**config.mk**
```make
export PLATFORM = sky130hd
export DESIGN_NAME = uart_tx_sched
export DESIGN_NICKNAME = d
export VERILOG_FILES = /design/src/rtl/uart_tx_sched.sv
export SDC_FILE = /design/constraint.sdc
export NUM_CORES = 1
export LEC_CHECK = 0
export ABC_AREA = 1
export ABC_CLOCK_PERIOD_IN_PS = 1920
export BUFFER_PORTS_ARGS = -buffer_cell sky130_fd_sc_hd__buf_4
export CAP_MARGIN = 20
export CORE_MARGIN = 2
export CORE_UTILIZATION = 30
export DETAILED_ROUTE_END_ITERATION = 6
export PLACE_DENSITY_LB_ADDON = 0.25
export SYNTH_ARGS = -nofsm -noshare
export SYNTH_HDL_FRONTEND = slang
export SYNTH_SLANG_ARGS = --single-unit
```
**constraint.sdc**
```tcl
create_clock -name clk -period 1.92 [get_ports clk]
set_clock_uncertainty 0.2 [all_clocks]
set_input_delay 0.192 -clock clk [delete_from_list [all_inputs] [get_ports clk]]
set_output_delay 0.192 -clock clk [all_outputs]
set_load 0.01 [all_outputs]
```
**src/rtl/uart_tx_sched.sv**
```systemverilog
// -----------------------------------------------------------------------------
// uart_tx_sched
//
// Shares one UART byte transmitter between NREQ byte producers. A round-robin
// arbiter grants one byte at a time. tx_start is held high for the whole frame.
// Frame completion is taken from tx_done. After each frame, an idle gap is
// enforced before the next grant.
//
// Sequence: IDLE -> SEND -> DRAIN -> GAP -> IDLE.
// A SEND that times out goes straight to GAP.
// When GAP_CYCLES is 0, the GAP state is skipped.
//
// Parameters
//   NREQ            number of requesters (2, 4 or 8)
//   GIDW            width of gnt_id, log2(NREQ)
//   GAP_CYCLES      idle cycles between frames, 0 = back-to-back
//   TIMEOUT_CYCLES  cycles allowed in SEND before the frame is aborted
//
// Ports
//   clk          system clock
//   rst          synchronous reset, active high
//   req_valid    per-requester "has a byte" flags
//   req_data     requester i's byte at req_data[8*i +: 8]
//   req_ready    one-hot, single-cycle accept pulse
//   tx_start     level request to the transmitter, held for the whole frame
//   tx_data      byte presented to the transmitter, stable while tx_start=1
//   tx_done      transmitter stop-bit indication (level)
//   busy         high whenever the scheduler is not idle
//   gnt_id       index of the requester owning the current/last frame
//   frame_done   single-cycle pulse on successful frame completion
//   err_timeout  single-cycle pulse when a frame is aborted by timeout
// -----------------------------------------------------------------------------
module uart_tx_sched #(
    parameter int NREQ           = 4,
    parameter int GIDW           = 2,
    parameter int GAP_CYCLES     = 16,
    parameter int TIMEOUT_CYCLES = 65535
) (
    input  logic              clk,
    input  logic              rst,
    input  logic [NREQ-1:0]   req_valid,
    input  logic [8*NREQ-1:0] req_data,
    output logic [NREQ-1:0]   req_ready,
    output logic              tx_start,
    output logic [7:0]        tx_data,
    input  logic              tx_done,
    output logic              busy,
    output logic [GIDW-1:0]   gnt_id,
    output logic              frame_done,
    output logic              err_timeout
);

    typedef enum logic [1:0] {
        IDLE,
        SEND,
        DRAIN,
        GAP
    } state_t;

    // Terminal counts of the 16-bit timeout and gap counters.
    // GAP_LAST is never used when GAP_CYCLES is 0, because GAP is skipped then.
    localparam logic [15:0] TMO_LAST    = 16'(TIMEOUT_CYCLES - 1);
    localparam logic [15:0] GAP_LAST    = 16'(GAP_CYCLES - 1);
    localparam state_t      AFTER_FRAME = (GAP_CYCLES == 0) ? IDLE : GAP;

    state_t          state;
    logic [GIDW-1:0] last_grant;
    logic [15:0]     tmo_cnt;
    logic [15:0]     gap_cnt;

    logic            pick_valid;
    logic [GIDW-1:0] pick_idx;

    // Round-robin pick: the first valid index after last_grant, wrapping.
    // The loop runs from the lowest priority down to the highest, so the
    // highest-priority hit is assigned last and wins. NREQ is a power of two,
    // so GIDW-bit addition wraps exactly at NREQ.
    // NOTE: every always_comb output gets a default before any conditional
    // assignment; otherwise a path that skips the assignment infers a latch.
    always_comb begin
        pick_valid = 1'b0;
        pick_idx   = '0;
        for (int k = NREQ; k >= 1; k--) begin
            if (req_valid[last_grant + GIDW'(k)]) begin
                pick_valid = 1'b1;
                pick_idx   = last_grant + GIDW'(k);
            end
        end
    end

    // NOTE: all state and outputs use non-blocking assignments in a single
    // clocked block. The reset branch is sampled on the clock edge
    // (synchronous), so reset timing stays inside the normal timing paths.
    always_ff @(posedge clk) begin
        if (rst) begin
            state       <= IDLE;
            last_grant  <= GIDW'(NREQ - 1);
            tmo_cnt     <= '0;
            gap_cnt     <= '0;
            req_ready   <= '0;
            tx_start    <= 1'b0;
            tx_data     <= '0;
            busy        <= 1'b0;
            gnt_id      <= '0;
            frame_done  <= 1'b0;
            err_timeout <= 1'b0;
        end else begin
            // Pulse outputs default low; a transition below may raise them for one cycle.
            req_ready   <= '0;
            frame_done  <= 1'b0;
            err_timeout <= 1'b0;

            case (state)
                IDLE: begin
                    if (pick_valid) begin
                        tx_data             <= req_data[{pick_idx, 3'b000} +: 8];
                        gnt_id              <= pick_idx;
                        last_grant          <= pick_idx;
                        req_ready[pick_idx] <= 1'b1;
                        tx_start            <= 1'b1;
                        busy                <= 1'b1;
                        tmo_cnt             <= '0;
                        state               <= SEND;
                    end
                end

                SEND: begin
                    // Success is checked first, so a tx_done that arrives on
                    // the final allowed cycle still completes the frame.
                    if (tx_done) begin
                        tx_start   <= 1'b0;
                        frame_done <= 1'b1;
                        state      <= DRAIN;
                    end else if (tmo_cnt == TMO_LAST) begin
                        tx_start    <= 1'b0;
                        err_timeout <= 1'b1;
                        gap_cnt     <= '0;
                        busy        <= (AFTER_FRAME != IDLE);
                        state       <= AFTER_FRAME;
                    end else begin
                        tmo_cnt <= tmo_cnt + 16'd1;
                    end
                end

                DRAIN: begin
                    // Wait out the rest of the stop bit so the transmitter
                    // cannot see a new tx_start while still finishing.
                    if (!tx_done) begin
                        gap_cnt <= '0;
                        busy    <= (AFTER_FRAME != IDLE);
                        state   <= AFTER_FRAME;
                    end
                end

                GAP: begin
                    if (gap_cnt == GAP_LAST) begin
                        busy  <= 1'b0;
                        state <= IDLE;
                    end else begin
                        gap_cnt <= gap_cnt + 16'd1;
                    end
                end

                default: begin
                    busy  <= 1'b0;
                    state <= IDLE;
                end
            endcase
        end
    end

endmodule
```
==> impl_metrics.toml, run 1 <==
[timing]
layout_setup_ws_ps = 13.3
tightest_slew_ps = 534
rsz0062_at_grt = "yes"
final_hold_viol_count = 0
final-setup-viol-count = 0
layout_min_cycle_time_ps = 1910
relSlewSlack_pct = 64.4
min_period_over_period_pct = 99.3
achievable-frequency_ghz = 0.524
slew_viol_final = 0

[grt]
first_global_vias = 3469
grt_pass1_wl_mm = 15.8
track_usage_pct = 14.8
overflow = 0
antenna_found_initial = 0
grt_start_max_net_pins = 32

[place]
port-buffer-count = 56
dpl_cell_area_mm2 = 0.00432
pre_cts_ws_ps = -74.6
place_inst = 736
dp_hpwl_mm = 6.66
place_congestion = 0.813

[clock_network]
clk_latency_ps = 290
cts_sinks = 54
cts_tree = "done"
path_clk_slew_ps = 70
htreeDepth = 2
cts_buffers = 5
clockBufferDepth = 2
cts-root-buf = "clkbuf_16"

[job]
cap_viol_max_count = 0

[yosys]
ys_seq_elements = 54
synthSimpleGateAreaFrac_pct = 41.7
yosys_warnings = 0
synth_nets = 555
synth_top_cell_by_area = "dfxtp_1"
synthesis.area_mm2 = 0.00345
synth-compound-area-share_pct = 10.6
syn_inst = 508
ys_seq_area_share_pct = 31.3
netlist.area_leader.share_pct = 31.3
synth-xor-area-share_pct = 4.82
synth_top_cells_by_area = "dfxtp_1, nand2_1, nand3_1"
synth_fa_ha_area_share_pct = 2.90
synth_top_family_by_area = "simple AND/OR/NAND/NOR gates"
synth.area.mux_share_pct = 0
synth_cell_type_count = 35
avgSynthCellArea_um2 = 6.80

[setup_path]
ff2ff_setup_slack_ps = 10
worstPathArrival_ps = 1930
r2r-start = "last_grant[0]$_SDFFE_PP1P_"
setup.worst_path.end_class = "flip-flop"
worst_setup_path_start_kind = "flip-flop"
critPathKind = "reg2reg"
cp.required_ps = 1950
ff2ff_path_depth = 13
rr_endpoint = "tx_data[6]$_SDFFE_PP0P_"
cp_max_fo = 8

[drt]
vias = 3657
first_iter_violations = 114
antenna_left = 0
routed_wl_mm = 9.92
viasPerCell = 4.76
drtPass1Iterations = 4
wl_per_cell_um = 12.9
drc = 0

[floorplanning]
dieWidth_um = 111
dieArea_mm2 = 0.0124
rows = 39
start_util_pct = 30.5
core_area_mm2 = 0.0113
die_y_um = 111
ioPinCount = 57

[final_layout]
fill_cells = 1162
fin_util_pct = 46.2
diodes = 0
drive_gt1_share_pct = 43.0
final_cell_area_mm2 = 0.00523
layout_common_cells = "buf_4, nand2_1, nor2_1"
fin_cells = 769
final_common_cell = "buf_4"
syn_to_final_growth_pct = 51.5
nNetsFinal = 673

[min_path]
hold_end = "tx_data[7]$_SDFFE_PP0P_"
hold_path_class = "in2reg"
hold_depth = 5
hp-start = "req_data[23]"

[power_and_ir_drop]
ir_drop_v = 0.00111
p_total_mw = 7.51
leakagePower_nw = 2.26
p_per_area_mw_per_mm2 = 1430

[outcome]
outcome = "finished, final reports clean"
## registers in the layout, summed over array words and instances, names as in the netlist
name,count
req_ready,4
tx_data,8
frame_done,1
busy,1
last_grant,2
tmo_cnt,16
state,2
err_timeout,1
gap_cnt,16
tx_start,1
gnt_id,2
## final cells by class
class	count	area (um^2)	area share, %
clock buffers	6	139	2.65
clock inverters	1	30.0	0.574
inverters	39	191	3.66
multi-input cells	402	2600	49.7
flip-flops and latches	54	1100	20.9
well taps	143	179	3.42
repair buffers	123	993	19.0
repair inverters	1	6.26	0.120
## synth_stat cells
cell type,number
nand2_1,119
nor2_1,66
nand3_1,64
dfxtp_1,54
inv_1,30
a21oi_1,23
o21ai_0,21
nor3_1,16
xor2_1,16
nand2_2,15
a21oi_2,10
buf_6,9
ha_1,8
nand4_1,8
clkbuf_1,7
nand2_4,6
inv_2,5
nor2_2,4
nor4_1,3
xnor2_1,3
clkinv_1,2
nand3_2,2
nand3b_1,2
nor2_4,2
o211ai_1,2
o21ai_2,2
a211oi_1,1
a21boi_4,1
and2_1,1
buf_2,1
buf_4,1
clkinv_4,1
inv_8,1
nor2_8,1
nor3b_1,1
## power by group
part	total (mW)	internal, mW	switching [mW]	leakage (nW)
clock	1.06	0.645	0.415	0.0829
combinational	5.01	2.08	2.93	1.73
sequential	1.43	1.32	0.115	0.445
## how the worst max path moves through the flow
stage,start,endpoint
2_1_floorplan,state[1]$_SDFFE_PP0P_,tmo_cnt[5]$_SDFFE_PP0P_
3_3_place_gp,last_grant[0]$_SDFFE_PP1P_,tmo_cnt[3]$_SDFFE_PP0P_
3_5_place_dp,last_grant[0]$_SDFFE_PP1P_,tmo_cnt[3]$_SDFFE_PP0P_
4_1_cts,last_grant[0]$_SDFFE_PP1P_,tmo_cnt[3]$_SDFFE_PP0P_
5_1_grt,last_grant[0]$_SDFFE_PP1P_,tmo_cnt[3]$_SDFFE_PP0P_
6_report,last_grant[0]$_SDFFE_PP1P_,tx_data[6]$_SDFFE_PP0P_
## worst max-delay path: stages (launching register included)
cell and delay (ps):
dfxtp_2 340, buf_12 130, clkinv_8 70, nand2_2 70, and2_4 160, nor2_4 50, buf_4 130, nor2_4 100
nand3_4 170, nand2_4 150, nand3_1 80, nand3_1 80, nor2_1 40, nor2_1 90
## metrics by stage
stage	setup TNS, ps	hold WS, ps
2_1_floorplan	0	68.4
3_3_place_gp	-184	239
3_5_place_dp	-332	233
4_1_cts	-27.9	23.7
5_1_grt	-2700	59.5
6_report	0	25.7
## repair_timing
action	CTS	global route
gates cloned	1	6
pin swaps	1	49
gates resized for setup	8	141
hold endpoints to repair	1	0
setup buffers	1	17
hold buffers	1	0
setup endpoints to repair	16	49
## metal layers
| layer | part of all wire, % | track usage [%] |
|---|---|---|
| met1 | 45 | 19.8 |
| met2 | 49 | 24.1 |
| met3 | 5.1 | 3.77 |
| met4 | 0.80 | 3.87 |
| met5 | 0 | 0 |
## cell families after synthesis
logic type,count (synthesis)
AO/OA/AOI/OAI,60
XOR/XNOR,19
adder cells (fa/ha/maj),8
buffers and inverters,57
flip-flops,54
AND/OR/NAND/NOR,310
Note: power is estimated with default switching activity, not from simulation.
==> run 2, diff against run 1 <==
--- a/config.mk
+++ b/config.mk
@@ -9,10 +9,11 @@
 export ABC_CLOCK_PERIOD_IN_PS = 1920
 export BUFFER_PORTS_ARGS = -buffer_cell sky130_fd_sc_hd__buf_4
 export CAP_MARGIN = 20
-export CORE_MARGIN = 2
+export CORE_MARGIN = 4
 export CORE_UTILIZATION = 30
 export DETAILED_ROUTE_END_ITERATION = 6
 export PLACE_DENSITY_LB_ADDON = 0.25
+export RECOVER_POWER = 100
 export SYNTH_ARGS = -nofsm -noshare
 export SYNTH_HDL_FRONTEND = slang
 export SYNTH_SLANG_ARGS = --single-unit
==> run 2 against run 1 <==
Final cell count down 2.9%. Worst setup slack barely moved. Hold slack gained 2.0 ps. Critical path type unchanged. Critical endpoint is now tmo_cnt[0]$_SDFFE_PP0P_. Largest power group unchanged. Highest routed layer unchanged.
==> impl_metrics.toml, run 2 (synthesized netlist as in run 1, its figures left out) <==
[drt]
viasPerCell = 4.77
vias = 3562
routed_wl_mm = 9.35
antenna_left = 0
first_iter_violations = 179
drtPass1Iterations = 4
drc = 0
wl_per_cell_um = 12.5

[floorplanning]
ioPinCount = 57
dieArea_mm2 = 0.0133
start_util_pct = 31.3
core_area_mm2 = 0.0110
dieWidth_um = 115
rows = 38
die_y_um = 115

[timing]
setup_tns_ps = 0
slew_viol_final = 0
layout_min_cycle_time_ps = 1910
achievable-frequency_ghz = 0.524
hold_slack_ps = 27.7
relSlewSlack_pct = 71.2
final_hold_viol_count = 0
min_period_over_period_pct = 99.3
tightest_slew_ps = 431
final-setup-viol-count = 0
rsz0062_at_grt = "yes"

[place]
dpl_cell_area_mm2 = 0.00426
place_congestion = 0.838
port-buffer-count = 56
dp_hpwl_mm = 6.56

[final_layout]
largest_registers = "gap_cnt (16), tmo_cnt (16), tx_data (8)"
final_cell_area_mm2 = 0.00462
diodes = 0
drive_gt1_share_pct = 29.5
layout_common_cells = "nand2_1, buf_4, nor2_1"
fin_util_pct = 41.9
fill_cells = 1169
final_common_cell = "nand2_1"
syn_to_final_growth_pct = 33.8
nNetsFinal = 653

[power_and_ir_drop]
ir_drop_v = 0.000877
switching_power_mw = 3.03
leakagePower_nw = 1.92
switching_share_pct = 47.1
p_per_area_mw_per_mm2 = 1390
p_clk_share_pct = 14.3
internal_power_mw = 3.41
p_comb_share_pct = 63.9
p_seq_share_pct = 21.8

[setup_path]
worstPathArrival_ps = 1890
cp_max_fo = 7
setup.worst_path.end_class = "flip-flop"
critPathKind = "reg2reg"
worst_setup_path_start_kind = "flip-flop"
cp.required_ps = 1900

[grt]
antenna_found_initial = 0
overflow = 0
grt_start_max_net_pins = 32
first_global_vias = 3394
track_usage_pct = 13.8
grt_pass1_wl_mm = 15.2

[min_path]
hold_path_class = "in2reg"

[outcome]
outcome = "finished, final reports clean"

[job]
cap_viol_max_count = 0

[clock_network]
cts_buffers = 5
path_clk_slew_ps = 70
cts_tree = "done"
cts_sinks = 54
clk_latency_ps = 290
clockBufferDepth = 2
htreeDepth = 2
cts-root-buf = "clkbuf_16"
run 2: changes by cell type in the layout (fill, tap and decap cells not counted), sizes merged:
cell / previous run / this run
buf: 121 / 86
bufinv: 1 / 0
clkbuf: 7 / 25
clkinvlp: 2 / 0
inv: 35 / 38
nand2: 145 / 143
run 2: final timing paths:
check	start	to	slack (ps)	cells after the start
max	tmo_cnt[0]$_SDFFE_PP0P_	tmo_cnt[0]$_SDFFE_PP0P_	10	9
min	req_data[17]	tx_data[1]$_SDFFE_PP0P_	30	5
max reg2reg	tmo_cnt[0]$_SDFFE_PP0P_	tmo_cnt[0]$_SDFFE_PP0P_	10	9
min reg2reg	tx_start$_SDFFE_PP0P_	tx_start$_SDFFE_PP0P_	270	2
run 2: power groups by stage:
stage | logic, mW | clock network, mW | registers [mW]
final | 4.12 | 0.921 | 1.40
after floorplan | 2.47 | 0 | 1.49
after detailed placement | 3.47 | 0 | 1.43
after CTS | 3.56 | 0.972 | 1.41
after global placement | 3.45 | 0 | 1.43
after global routing | 4.57 | 1.01 | 1.43
run 2: what timing repair did:
| item | 4_1_cts | 5_1_grt |
|---|---|---|
| buffers inserted | 1 | 5 |
| cloned | 0 | 5 |
| pin swaps | 0 | 9 |
| endpoints found under the hold margin | 1 | 0 |
| setup endpoints to repair | 31 | 50 |
| gates resized for setup | 5 | 61 |
| hold buffers | 1 | 0 |
run 2: critical path, cell delays in order, from the launching register on:
cell and delay [ps]:
dfxtp_1 330, inv_1 70, ha_1 200, nand4_1 100
nor2_2 50, o21ai_1 280, nand2_4 190, buf_6 180
o21ai_0 160, a21oi_1 60
run 2: final cells by class:
type | instances | area (um^2) | area share, %
Inverter | 39 | 171 | 3.71
Clock buffer | 7 | 143 | 3.09
Sequential cell | 54 | 1090 | 23.6
Clock inverter | 1 | 5.00 | 0.108
Timing Repair Buffer | 105 | 771 | 16.7
Multi-Input combinational cell | 400 | 2260 | 48.9
Tap cell | 140 | 175 | 3.79
Timing Repair inverter | 1 | 6.26 | 0.135
run 2: per-layer routing:
layer  track usage, %  vias up  share of wire (%)
li1                 -     1850                  -
met1             17.0     1598                 44
met2             23.4      105                 47
met3             3.89        9                7.1
met4             3.83        0                1.3
met5                0        -                  0
run 2: per-stage QoR:
| step | worst slack, ps | power, mW | std cells |
|---|---|---|---|
| 5_1_grt | -98.8 | 7.01 | 747 |
| 3_3_place_gp | -76.6 | 4.87 | 727 |
| 3_5_place_dp | -115 | 4.90 | 727 |
| 6_report | 12.9 | 6.44 | 747 |
| 2_1_floorplan | 27.3 | 3.96 | 508 |
| 4_1_cts | -11.0 | 5.94 | 737 |
==> run 3, diff against run 2 <==
--- a/config.mk
+++ b/config.mk
@@ -9,7 +9,6 @@
 export ABC_CLOCK_PERIOD_IN_PS = 1920
 export BUFFER_PORTS_ARGS = -buffer_cell sky130_fd_sc_hd__buf_4
 export CAP_MARGIN = 20
-export CORE_MARGIN = 4
 export CORE_UTILIZATION = 30
 export DETAILED_ROUTE_END_ITERATION = 6
 export PLACE_DENSITY_LB_ADDON = 0.25
==> run 3 against run 2 <==
The run now ends with negative setup slack left. Critical path depth rose by 5. Die area fell by 10%. Sequential power about the same.
==> impl_metrics.toml, run 3 (synthesized netlist as in run 1, its figures left out) <==
[outcome]
outcome = "finished, violations left"
violations = "negative setup slack"

[final_layout]
drive_gt1_share_pct = 37.5
fin_util_pct = 45.1
diodes = 0
syn_to_final_growth_pct = 43.9
nNetsFinal = 666
largest_registers = "gap_cnt (16), tmo_cnt (16), tx_data (8)"
layout_common_cells = "nand2_1, buf_4, nor2_1"
final_common_cell = "nand2_1"
final_cell_area_mm2 = 0.00497

[place]
pre_cts_ws_ps = -49.3
port-buffer-count = 56
dp_hpwl_mm = 6.49
dpl_cell_area_mm2 = 0.00432
place_congestion = 0.840

[grt]
first_global_vias = 3268
antenna_found_initial = 0
grt_use_met1_pct = 19.8
grt.busiest_layer = "met2"
track_usage_pct = 15.6
grtUsageMet3_pct = 4.45
grt_pass1_wl_mm = 14.8
overflow = 0
grtUsageMet2_pct = 25.6
grt_start_max_net_pins = 32

[clock_network]
cts_sinks = 54
clockBufferDepth = 2
htreeDepth = 2
path_clk_slew_ps = 70
clk_latency_ps = 300
cts-root-buf = "clkbuf_16"
cts_tree = "done"
cts_buffers = 5

[timing]
final_hold_viol_count = 0
achievable-frequency_ghz = 0.506
layout_min_cycle_time_ps = 1980
layout_setup_ws_ps = -55.4
slew_viol_final = 0
relSlewSlack_pct = 68.7
rsz0062_at_grt = "yes"
final-setup-viol-count = 5
min_period_over_period_pct = 103
tightest_slew_ps = 469

[power_and_ir_drop]
leakagePower_nw = 2.11
p_per_area_mw_per_mm2 = 1360
ir_drop_v = 0.00106

[floorplanning]
start_util_pct = 31.3
rows = 38
die_y_um = 109
core_area_mm2 = 0.0110
dieWidth_um = 109
ioPinCount = 57
dieArea_mm2 = 0.0119

[setup_path]
setup.worst_path.end_class = "flip-flop"
r2r-start = "last_grant[0]$_SDFFE_PP1P_"
cp.required_ps = 1960
ff2ff_setup_slack_ps = -60
critPathKind = "reg2reg"
worst_setup_path_start_kind = "flip-flop"
worstPathArrival_ps = 2010
rr_endpoint = "tx_data[0]$_SDFFE_PP0P_"
ff2ff_path_depth = 14
cp_max_fo = 19

[drt]
viasPerCell = 4.77
first_iter_violations = 121
routed_wl_mm = 9.33
drtPass1Iterations = 5
antenna_left = 0
vias = 3619
drc = 0
wl_per_cell_um = 12.3

[min_path]
hold_depth = 5
hold_end = "tx_data[6]$_SDFFE_PP0P_"
hp-start = "req_data[30]"
hold_path_class = "in2reg"

[job]
cap_viol_max_count = 0
[run 3: cell count changes in the layout (fill, tap and decap cells not counted), sizes merged]
cell	before	now
clkinvlp	0	1
inv	38	35
nand2	143	142
clkbuf	25	28
buf	86	98
[run 3: worst max-delay path: stages (launching register included)]
cell and delay (ps):
dfxtp_4 370, buf_12 120, inv_8 40, nand2_2 50
nand2_1 70, buf_4 140, o21ai_2 150, nand2_4 80
a21boi_4 170, buf_12 170, buf_4 120, nand3_2 60
nand2_1 60, nor2_1 40, nor2_1 70
[run 3: where the power goes]
| part | switching, mW | internal (mW) | leakage (nW) |
|---|---|---|---|
| Sequential | 0.110 | 1.32 | 0.443 |
| Clock | 0.402 | 0.479 | 0.0640 |
| Combinational | 2.62 | 1.83 | 1.60 |
| Total | 3.13 | 3.63 | 2.11 |
[run 3: final cells by class]
cell class / instances / area (um^2)
fillers: 1113 / 6060
multi-input cells: 399 / 2440
flip-flops and latches: 54 / 1090
repair buffers: 120 / 946
inverters: 39 / 178
well taps: 140 / 175
clock buffers: 7 / 133
[run 3: per-stage QoR]
| stage | cells | hold slack [ps] | total power [mW] | TNS (ps) |
|---|---|---|---|---|
| CTS | 745 | 17.7 | 6.00 | 0 |
| floorplan | 508 | 68.4 | 3.96 | 0 |
| global route | 759 | 41.9 | 7.30 | -2780 |
| global placement | 736 | 255 | 4.95 | -23.8 |
| detailed placement | 736 | 246 | 4.98 | -344 |
| finish | 759 | 22.1 | 6.76 | -103 |
[run 3: what timing repair did]
item	4_1_cts	5_1_grt
endpoints found under the hold margin	1	0
setup buffers	1	11
gates cloned	0	4
setup endpoints to repair	26	47
hold buffers	1	0
pin swaps	1	37
resized for setup	6	118
[run 3: worst max path at each step]
stage / startpoint / endpoint / slack (ps) / cells past startpoint
floorplan: state[1]$_SDFFE_PP0P_ / tmo_cnt[5]$_SDFFE_PP0P_ / 30 / 10
global placement: last_grant[0]$_SDFFE_PP1P_ / tx_data[5]$_SDFFE_PP0P_ / -20 / 14
detailed placement: last_grant[0]$_SDFFE_PP1P_ / tx_data[5]$_SDFFE_PP0P_ / -50 / 14
CTS: last_grant[0]$_SDFFE_PP1P_ / tx_data[6]$_SDFFE_PP0P_ / 8 / 14
global route: last_grant[0]$_SDFFE_PP1P_ / tmo_cnt[4]$_SDFFE_PP0P_ / -150 / 13
finish: last_grant[0]$_SDFFE_PP1P_ / tx_data[0]$_SDFFE_PP0P_ / -60 / 14
[run 3: routing by layer]
metal | wire length, um | vias to the layer above
met4 | 146 | 0
met5 | 0 | -
met3 | 559 | 12
met2 | 4450 | 86
li1 | - | 1886
met1 | 4180 | 1635
